--- src/rtl/cnt_pwm_pkg.sv ---
// Shared state type, defaults and helper for the counter-driven PWM generator.
`timescale 1ns/1ps
package cnt_pwm_pkg;

  localparam int unsigned DEF_WIDTH    = 8;
  localparam int unsigned DEF_DEAD_CYC = 4;

  typedef enum logic [1:0] {
    IDLE  = 2'b00,
    ARM   = 2'b01,
    RUN   = 2'b10,
    DRAIN = 2'b11
  } pwm_state_e;

  // Last counter value before a free-running WIDTH-bit counter wraps.
  function automatic int unsigned cnt_max(input int unsigned width);
    return (32'd1 << width) - 32'd1;
  endfunction

endpackage

--- src/rtl/cnt_pwm_deadtime.sv ---
// Dead-time inserter: splits a raw PWM into non-overlapping high/low drives.
`timescale 1ns/1ps
module cnt_pwm_deadtime
  import cnt_pwm_pkg::*;
#(
  parameter int unsigned DEAD_CYC = DEF_DEAD_CYC
) (
  input  logic clk,
  input  logic rst_n,
  input  logic raw_i,
  output logic p_o,
  output logic n_o
);

  localparam int unsigned    CW   = (DEAD_CYC > 1) ? $clog2(DEAD_CYC) : 1;
  localparam logic [CW-1:0]  LOAD = CW'((DEAD_CYC > 0) ? DEAD_CYC - 1 : 0);

  logic          raw_q;
  logic [CW-1:0] dt_cnt;
  logic          edge_now;
  logic          hold;

  assign edge_now = raw_i ^ raw_q;
  // Both sides stay low on the edge clock and the DEAD_CYC-1 clocks after it.
  assign hold     = (DEAD_CYC != 0) && (edge_now || (dt_cnt != '0));

  always_ff @(posedge clk or negedge rst_n) begin
    if (!rst_n) begin
      raw_q  <= 1'b0;
      dt_cnt <= '0;
    end else begin
      raw_q <= raw_i;
      if (edge_now) begin
        dt_cnt <= LOAD;
      end else if (dt_cnt != '0) begin
        dt_cnt <= dt_cnt - CW'(1);
      end
    end
  end

  // Falling sides follow raw_i directly, so only rising edges see the delay.
  assign p_o = raw_i && !hold;
  assign n_o = !raw_i && !hold;

endmodule

--- src/rtl/cnt_pwm_gen.sv ---
// Period-aligned PWM driven by an external free-running counter, with shadowed duty.
// Build option PWM_DEADTIME_EN routes both outputs through cnt_pwm_deadtime.
`timescale 1ns/1ps
module cnt_pwm_gen
  import cnt_pwm_pkg::*;
#(
  parameter int unsigned WIDTH    = DEF_WIDTH,
  parameter int unsigned CNT_MAX  = cnt_max(WIDTH),
  parameter int unsigned DEAD_CYC = DEF_DEAD_CYC
) (
  input  logic             clk,
  input  logic             rst_n,
  input  logic [WIDTH-1:0] cnt_i,
  input  logic             en_i,
  input  logic [WIDTH-1:0] duty_i,
  input  logic             duty_vld,
  output logic             duty_rdy,
  output logic             pwm_o,
  output logic             pwm_n_o,
  output logic             wrap_o,
  output logic             busy_o
);

  localparam logic [WIDTH-1:0] CNT_LAST = WIDTH'(CNT_MAX);

  if (DEAD_CYC > 1024) begin : g_dead_cyc_chk
    $error("cnt_pwm_gen: DEAD_CYC out of range");
  end

  pwm_state_e       state;
  pwm_state_e       state_nxt;
  logic [WIDTH-1:0] cnt_q;
  logic [WIDTH-1:0] duty_act;
  logic [WIDTH-1:0] duty_pend;
  logic [WIDTH-1:0] duty_eff;
  logic             pend_flag;
  logic             wrap;
  logic             apply;
  logic             xfer;
  logic             active_nxt;
  logic             below;
  logic             pwm_raw;

  // A counter reset lands on 0 without passing CNT_LAST, so it is not a wrap.
  assign wrap     = (cnt_q == CNT_LAST) && (cnt_i == '0);
  assign apply    = wrap && pend_flag;
  assign duty_rdy = !pend_flag;
  assign xfer     = duty_vld && duty_rdy;
  assign duty_eff = apply ? duty_pend : duty_act;
  assign below    = cnt_i < duty_eff;
  assign busy_o   = (state != IDLE);

  always_comb begin
    // NOTE: defaults first, so every path assigns every output and no latch is inferred.
    state_nxt  = state;
    active_nxt = 1'b0;
    case (state)
      IDLE:    if (en_i) state_nxt = ARM;
      ARM:     if (!en_i) state_nxt = IDLE;
               else if (wrap) state_nxt = RUN;
      RUN:     if (!en_i) state_nxt = DRAIN;
      DRAIN:   if (en_i) state_nxt = RUN;
               else if (wrap) state_nxt = IDLE;
      default: state_nxt = IDLE;
    endcase
    // Gating on the next state starts output on the aligning wrap and stops it
    // exactly at the draining wrap, so no sliver of a new period escapes.
    active_nxt = (state_nxt == RUN) || (state_nxt == DRAIN);
  end

  always_ff @(posedge clk or negedge rst_n) begin
    // NOTE: non-blocking assignments, so every register samples pre-edge values.
    if (!rst_n) begin
      state     <= IDLE;
      cnt_q     <= '0;
      wrap_o    <= 1'b0;
      duty_act  <= '0;
      duty_pend <= '0;
      pend_flag <= 1'b0;
      pwm_raw   <= 1'b0;
    end else begin
      state   <= state_nxt;
      cnt_q   <= cnt_i;
      wrap_o  <= wrap;
      pwm_raw <= active_nxt && below;
      // A transfer can never coincide with an apply: the slot is full then.
      if (apply) begin
        duty_act  <= duty_pend;
        pend_flag <= 1'b0;
      end else if (xfer) begin
        duty_pend <= duty_i;
        pend_flag <= 1'b1;
      end
    end
  end

`ifdef PWM_DEADTIME_EN
  logic dt_p;
  logic dt_n;

  cnt_pwm_deadtime #(
    .DEAD_CYC (DEAD_CYC)
  ) u_deadtime (
    .clk   (clk),
    .rst_n (rst_n),
    .raw_i (pwm_raw),
    .p_o   (dt_p),
    .n_o   (dt_n)
  );

  assign pwm_o   = dt_p;
  assign pwm_n_o = dt_n && ((state == RUN) || (state == DRAIN));
`else
  logic pwm_n_q;

  always_ff @(posedge clk or negedge rst_n) begin
    if (!rst_n) begin
      pwm_n_q <= 1'b0;
    end else begin
      pwm_n_q <= active_nxt && !below;
    end
  end

  assign pwm_o   = pwm_raw;
  assign pwm_n_o = pwm_n_q;
`endif

endmodule

--- config.mk ---
export PLATFORM = sky130hd
export DESIGN_NAME = cnt_pwm_gen
export DESIGN_NICKNAME = d
export VERILOG_FILES = /design/src/rtl/cnt_pwm_pkg.sv /design/src/rtl/cnt_pwm_deadtime.sv /design/src/rtl/cnt_pwm_gen.sv
export SDC_FILE = /design/constraint.sdc
export NUM_CORES = 1
export LEC_CHECK = 0
export BUFFER_PORTS_ARGS = -buffer_cell sky130_fd_sc_hd__buf_2
export CORE_UTILIZATION = 35
export CTS_BUF_LIST = sky130_fd_sc_hd__clkbuf_4
export CTS_CLUSTER_SIZE = 20
export DETAILED_ROUTE_END_ITERATION = 7
export PLACE_DENSITY = 0.53
export SLEW_MARGIN = 40
export SYNTH_ARGS = -nofsm -noshare
export SYNTH_HDL_FRONTEND = slang
export SYNTH_SLANG_ARGS = --single-unit
--- constraint.sdc ---
create_clock -name clk -period 4 [get_ports clk]
set_input_delay 0.6 -clock clk [delete_from_list [all_inputs] [get_ports clk]]
set_output_delay 0.6 -clock clk [all_outputs]
set_load 0.01 [all_outputs]
Word-level counts from Yosys, hierarchy flattened
Index checks and enable logic that the tools add are counted.
{"block": "totals", "wordCells": 39, "inputBits": 20, "ff_bits": 30, "out_inout_bits": 5}
{"block": "op_classes", "n_eq_ne": 6, "n_bitwise": 1, "reduce_logical": 13, "muxes": 10, "order_cmp": 1}
{"operator": "2-to-1 mux 2 bit", "n": 6}
{"operator": "== test 2 bit (second input constant)", "n": 4}
{"operator": "== test 8 bit (second input constant)", "n": 1}
{"operator": "logical NOT 8 bit", "n": 1}
{"operator": "< comparator 8 bit", "n": 1}
{"operator": "2-to-1 mux 8 bit", "n": 1}
{"operator": "one-hot mux 2 bit (4 select lines)", "n": 1}
{"operator": "logical AND 1 bit", "n": 5}
{"operator": "nonzero test 2 bit", "n": 2}
{"operator": "== test 2 x 1 -> 1 bit (second input constant)", "n": 1}
{"operator": "logical NOT 1 bit", "n": 2}
{"operator": "logical NOT 2 bit", "n": 1}
{"operator": "2-to-1 mux 1 bit", "n": 2}
{"operator": "AND reduction 2 bit", "n": 1}
{"operator": "logical OR 1 bit", "n": 1}
{"operator": "NOT 1 bit", "n": 1}

Logic depth before layout (Yosys ltp)
{"block": "logic_depth", "word_depth": 8, "depth_mapped": 11, "ltp_nobuf": 11}

Worst setup path before layout
Ideal clock, no wire load.
{"block": "synth_timing", "path_kind": "in2reg", "startpoint": "input cnt_i[1]", "endpoint": "register pwm_n_q, in the netlist pwm_n_o", "setup_time_ns": 0.127, "arrival_time_ns": 2.606, "stages": 10, "t_required_ns": 3.873, "slack_ns": 1.268, "cell_sequence": "nor4_2 and3_2 nand3_2 mux2_2 inv_1 ha_1 a211o_1 a21oi_1 o311ai_4 nor2b_1"}
{"item": "start: declaration", "line": "cnt_pwm_gen.sv:13", "text": "input logic [WIDTH-1:0] cnt_i,"}
{"item": "logical NOT 8 bit", "line": "cnt_pwm_gen.sv:45", "text": "assign wrap = (cnt_q == CNT_LAST) && (cnt_i == '0);"}
{"item": "logical AND 1 bit", "line": "cnt_pwm_gen.sv:45"}
{"item": "logical AND 1 bit", "line": "cnt_pwm_gen.sv:46", "text": "assign apply = wrap && pend_flag;"}
{"item": "2-to-1 mux 8 bit"}
{"item": "named net duty_eff[3]", "line": "cnt_pwm_gen.sv:35", "text": "logic [WIDTH-1:0] duty_eff;"}
{"item": "< comparator 8 bit", "line": "cnt_pwm_gen.sv:50", "text": "assign below = cnt_i < duty_eff;"}
{"item": "logical NOT 1 bit", "line": "cnt_pwm_gen.sv:120", "text": "pwm_n_q <= active_nxt && !below;"}
{"item": "logical AND 1 bit", "line": "cnt_pwm_gen.sv:120"}
{"item": "end signal: assignment", "line": "cnt_pwm_gen.sv:120"}
{"item": "end: declaration", "line": "cnt_pwm_gen.sv:114", "text": "logic pwm_n_q;"}
The timed path passes the listed nets, and every way through them passes these cells.
A chain may end at the register's enable or synchronous reset.

Final worst setup path
Ends and elaborated chain as after synthesis.

==> flow_summary.json <==
{
  "outcome": "completed",
  "fp.dieW_um": 62.9,
  "setup_tns_ns": 0,
  "syn_to_final_growth_pct": 16.9,
  "post_cts_hold_buffer_count": 0,
  "ys_seq_area_frac": 0.578,
  "drt_wl_total_um": 2160,
  "nets": 150,
  "crit_type": "in2reg",
  "cts.clk_slew.worst_paths_ns": 0.09,
  "leakagePower_nw": 0.803,
  "ys_seq_elements": 30,
  "pre_cts_ws_ns": 0.897,
  "grt_max_degree": 31,
  "antenna_cells": 0,
  "placed_cell_area_um2": 1460,
  "end_kind": "register",
  "core_um2": 3440,
  "whs_ns": 0.296,
  "p_per_area_nw_per_um2": 351,
  "post-route-period-util": 0.690,
  "wl_met2_um": 914,
  "finalInstanceArea_um2": 1520,
  "yosys_warnings": 0,
  "nFillCells": 344,
  "hpwl_um": 1680,
  "syn-num-nets": 121,
  "clock_tree.buffer_depth": 2,
  "grt_usage": 0.127,
  "die_h_um": 62.9,
  "post_drt_via_cell_ratio": 4.72,
  "netlist_instances": 94,
  "cp_data_arrival_time_ns": 2.96,
  "wl_met3_um": 140,
  "initial_core_util": 0.377,
  "clock_sinks": 30,
  "drtIter0Drc": 14,
  "clockRootBuffer": "clkbuf_4",
  "p_seq_frac": 0.606,
  "p_switching_mw": 0.121,
  "yosysUniqueCellTypes": 27,
  "seqCellArea_um2": 751,
  "r2r_slack_ns": 1.42,
  "netlist.area_leader.share": 0.578,
  "start_kind": "input pin",
  "yosysTopAreaCell": "dfrtp_1",
  "worst_slack_ns": 1.24,
  "die_area_um2": 3960,
  "setup_viol": 0,
  "synthesis.area_um2": 1300,
  "io_buffers": 24,
  "min_period_ns": 2.76,
  "cts_tree": "built",
  "pwr-share-comb": 0.077,
  "post_cts_buffers": 0,
  "drive_gt1_frac": 0.419,
  "rsz0062_at_grt": "no",
  "maxCapViolCount": 0,
  "io-pin-count": 25,
  "regToRegStartpoint": "cnt_q[6]",
  "finalHoldViolCount": 0,
  "cts_buffers": 5,
  "worstMarginPinSlew_ns": 0.644,
  "final.setup_skew_ns": 0.00693,
  "p_int_mw": 0.411,
  "cp_max_fo": 9,
  "multi_input_comb_area_um2": 498,
  "synth_edf_count": 0,
  "clock_latency_ns": 0.32,
  "htree_levels": 2,
  "synthTopCellsByArea": "dfrtp_1 (58%), mux2_2 (9.5%), ha_1 (6.7%)",
  "async_flop_share": 1.00,
  "place_congestion": 0.713,
  "syn_area_per_cell_um2": 13.8,
  "post_cts_resized": 0,
  "fmax_mhz": 362,
  "swShare": 0.228,
  "clkPwrFrac": 0.317,
  "rr_endpoint": "pwm_n_o",
  "antenna_found_initial": 0,
  "worstRegToRegCells": 11,
  "ant_nets": 0,
  "wl_met1_um": 1080,
  "place_inst": 162,
  "grt_pass1_vias": 793,
  "min-delay-path-class": "in2async",
  "rows": 21,
  "worstPathRequired_ns": 4.20,
  "maxSlewHeadroom": 0.571,
  "grt-ovfl-total": 0,
  "dr.pass1.iters": 2,
  "ir_drop_mv": 0.189,
  "synth_flop_cell": "dfrtp_1",
  "post_drt_wl_per_cell_um": 12.7,
  "vias": 803,
  "slew_violations": 0,
  "drc": 0,
  "top_layer_used": "met4",
  "finalNonFillerCells": 170,
  "grt_pass1_wl_um": 3750
}
[final cells by class]
cell class / count / area share
Clock inverter: 2 / 0.00577
Inverter: 10 / 0.0247
Tap cell: 46 / 0.0379
Timing Repair Buffer: 24 / 0.0791
Multi-Input combinational cell: 52 / 0.328
Sequential cell: 30 / 0.495
Clock buffer: 6 / 0.0297
[metal layers]
layer  GRT usage  vias to the layer above
met5           0                        -
met4      0.0610                        0
met3      0.0511                        4
met2       0.185                       23
met1       0.160                      387
li1            -                      389
[worst max path at each step]
stage	depth (start not counted)	endpoint	startpoint
2_1_floorplan	10	pwm_n_o	cnt_i[1]
3_3_place_gp	12	pwm_n_o	cnt_i[1]
3_5_place_dp	12	pwm_n_o	cnt_i[1]
4_1_cts	12	pwm_n_o	cnt_i[1]
5_1_grt	11	pwm_n_o	cnt_i[1]
6_report	12	pwm_n_o	cnt_i[1]
[per-stage QoR]
stage	power, mW	util
6_report	0.532	0.441
5_1_grt	0.563	0.441
4_1_cts	0.540	0.440
3_5_place_dp	0.371	0.425
3_3_place_gp	0.369	0.425
2_1_floorplan	0.347	-
[critical path, stage by stage]
cell and delay, ns:
buf_2 0.12, nor4_2 0.31, and3_2 0.23, nand3_2 0.23, mux2_2 0.36, inv_1 0.06
ha_1 0.23, a21oi_1 0.15, nor2b_1 0.06, o21ai_0 0.29, o311ai_4 0.16, nor2b_1 0.15
[cells in the mapped netlist, drive strengths merged (2+ instances only)]
library cell	count
nor2b	3
dfrtp	30
and4	2
and4bb	2
o21ai	2
a21oi	5
and3	2
nand2	2
mux2	11
mux2i	5
inv	10
ha	7
[registers in the layout, summed over array words and instances, names as in the netlist]
| signal | cells |
|---|---|
| wrap_o | 1 |
| duty_act | 8 |
| state | 2 |
| duty_pend | 8 |
| pwm_n_o | 1 |
| pend_flag | 1 |
| pwm_o | 1 |
| cnt_q | 8 |
[cell usage in the layout, fill, tap and decap left out, types with 2 or more instances in the layout]
| master | netlist | final |
|---|---|---|
| and4bb_1 | 2 | 2 |
| mux2_2 | 11 | 11 |
| a21oi_1 | 4 | 4 |
| inv_1 | 10 | 10 |
| nand2_1 | 2 | 2 |
| and4_1 | 2 | 2 |
| buf_2 | 0 | 24 |
| ha_1 | 7 | 7 |
| o21ai_0 | 2 | 2 |
| nor2b_1 | 3 | 2 |
| mux2i_1 | 5 | 5 |
| dfrtp_1 | 30 | 30 |
| clkbuf_4 | 0 | 6 |
[power groups by stage]
stage / clock network, mW / logic (mW) / registers [mW]
6_report: 0.169 / 0.0408 / 0.323
4_1_cts: 0.175 / 0.0418 / 0.323
5_1_grt: 0.191 / 0.0465 / 0.325
2_1_floorplan: 0 / 0.0201 / 0.327
3_5_place_dp: 0 / 0.0416 / 0.329
3_3_place_gp: 0 / 0.0405 / 0.329
[cell families after synthesis]
group | after synthesis | synth area share
fa+ha+maj | 7 | 0.0674
mux | 16 | 0.134
buf+inv | 12 | 0.0405
simple gates | 17 | 0.104
compound gates | 11 | 0.0694
flops | 30 | 0.578
xor+xnor | 1 | 0.00674
No activity file was read; power rests on OpenSTA's default activity.
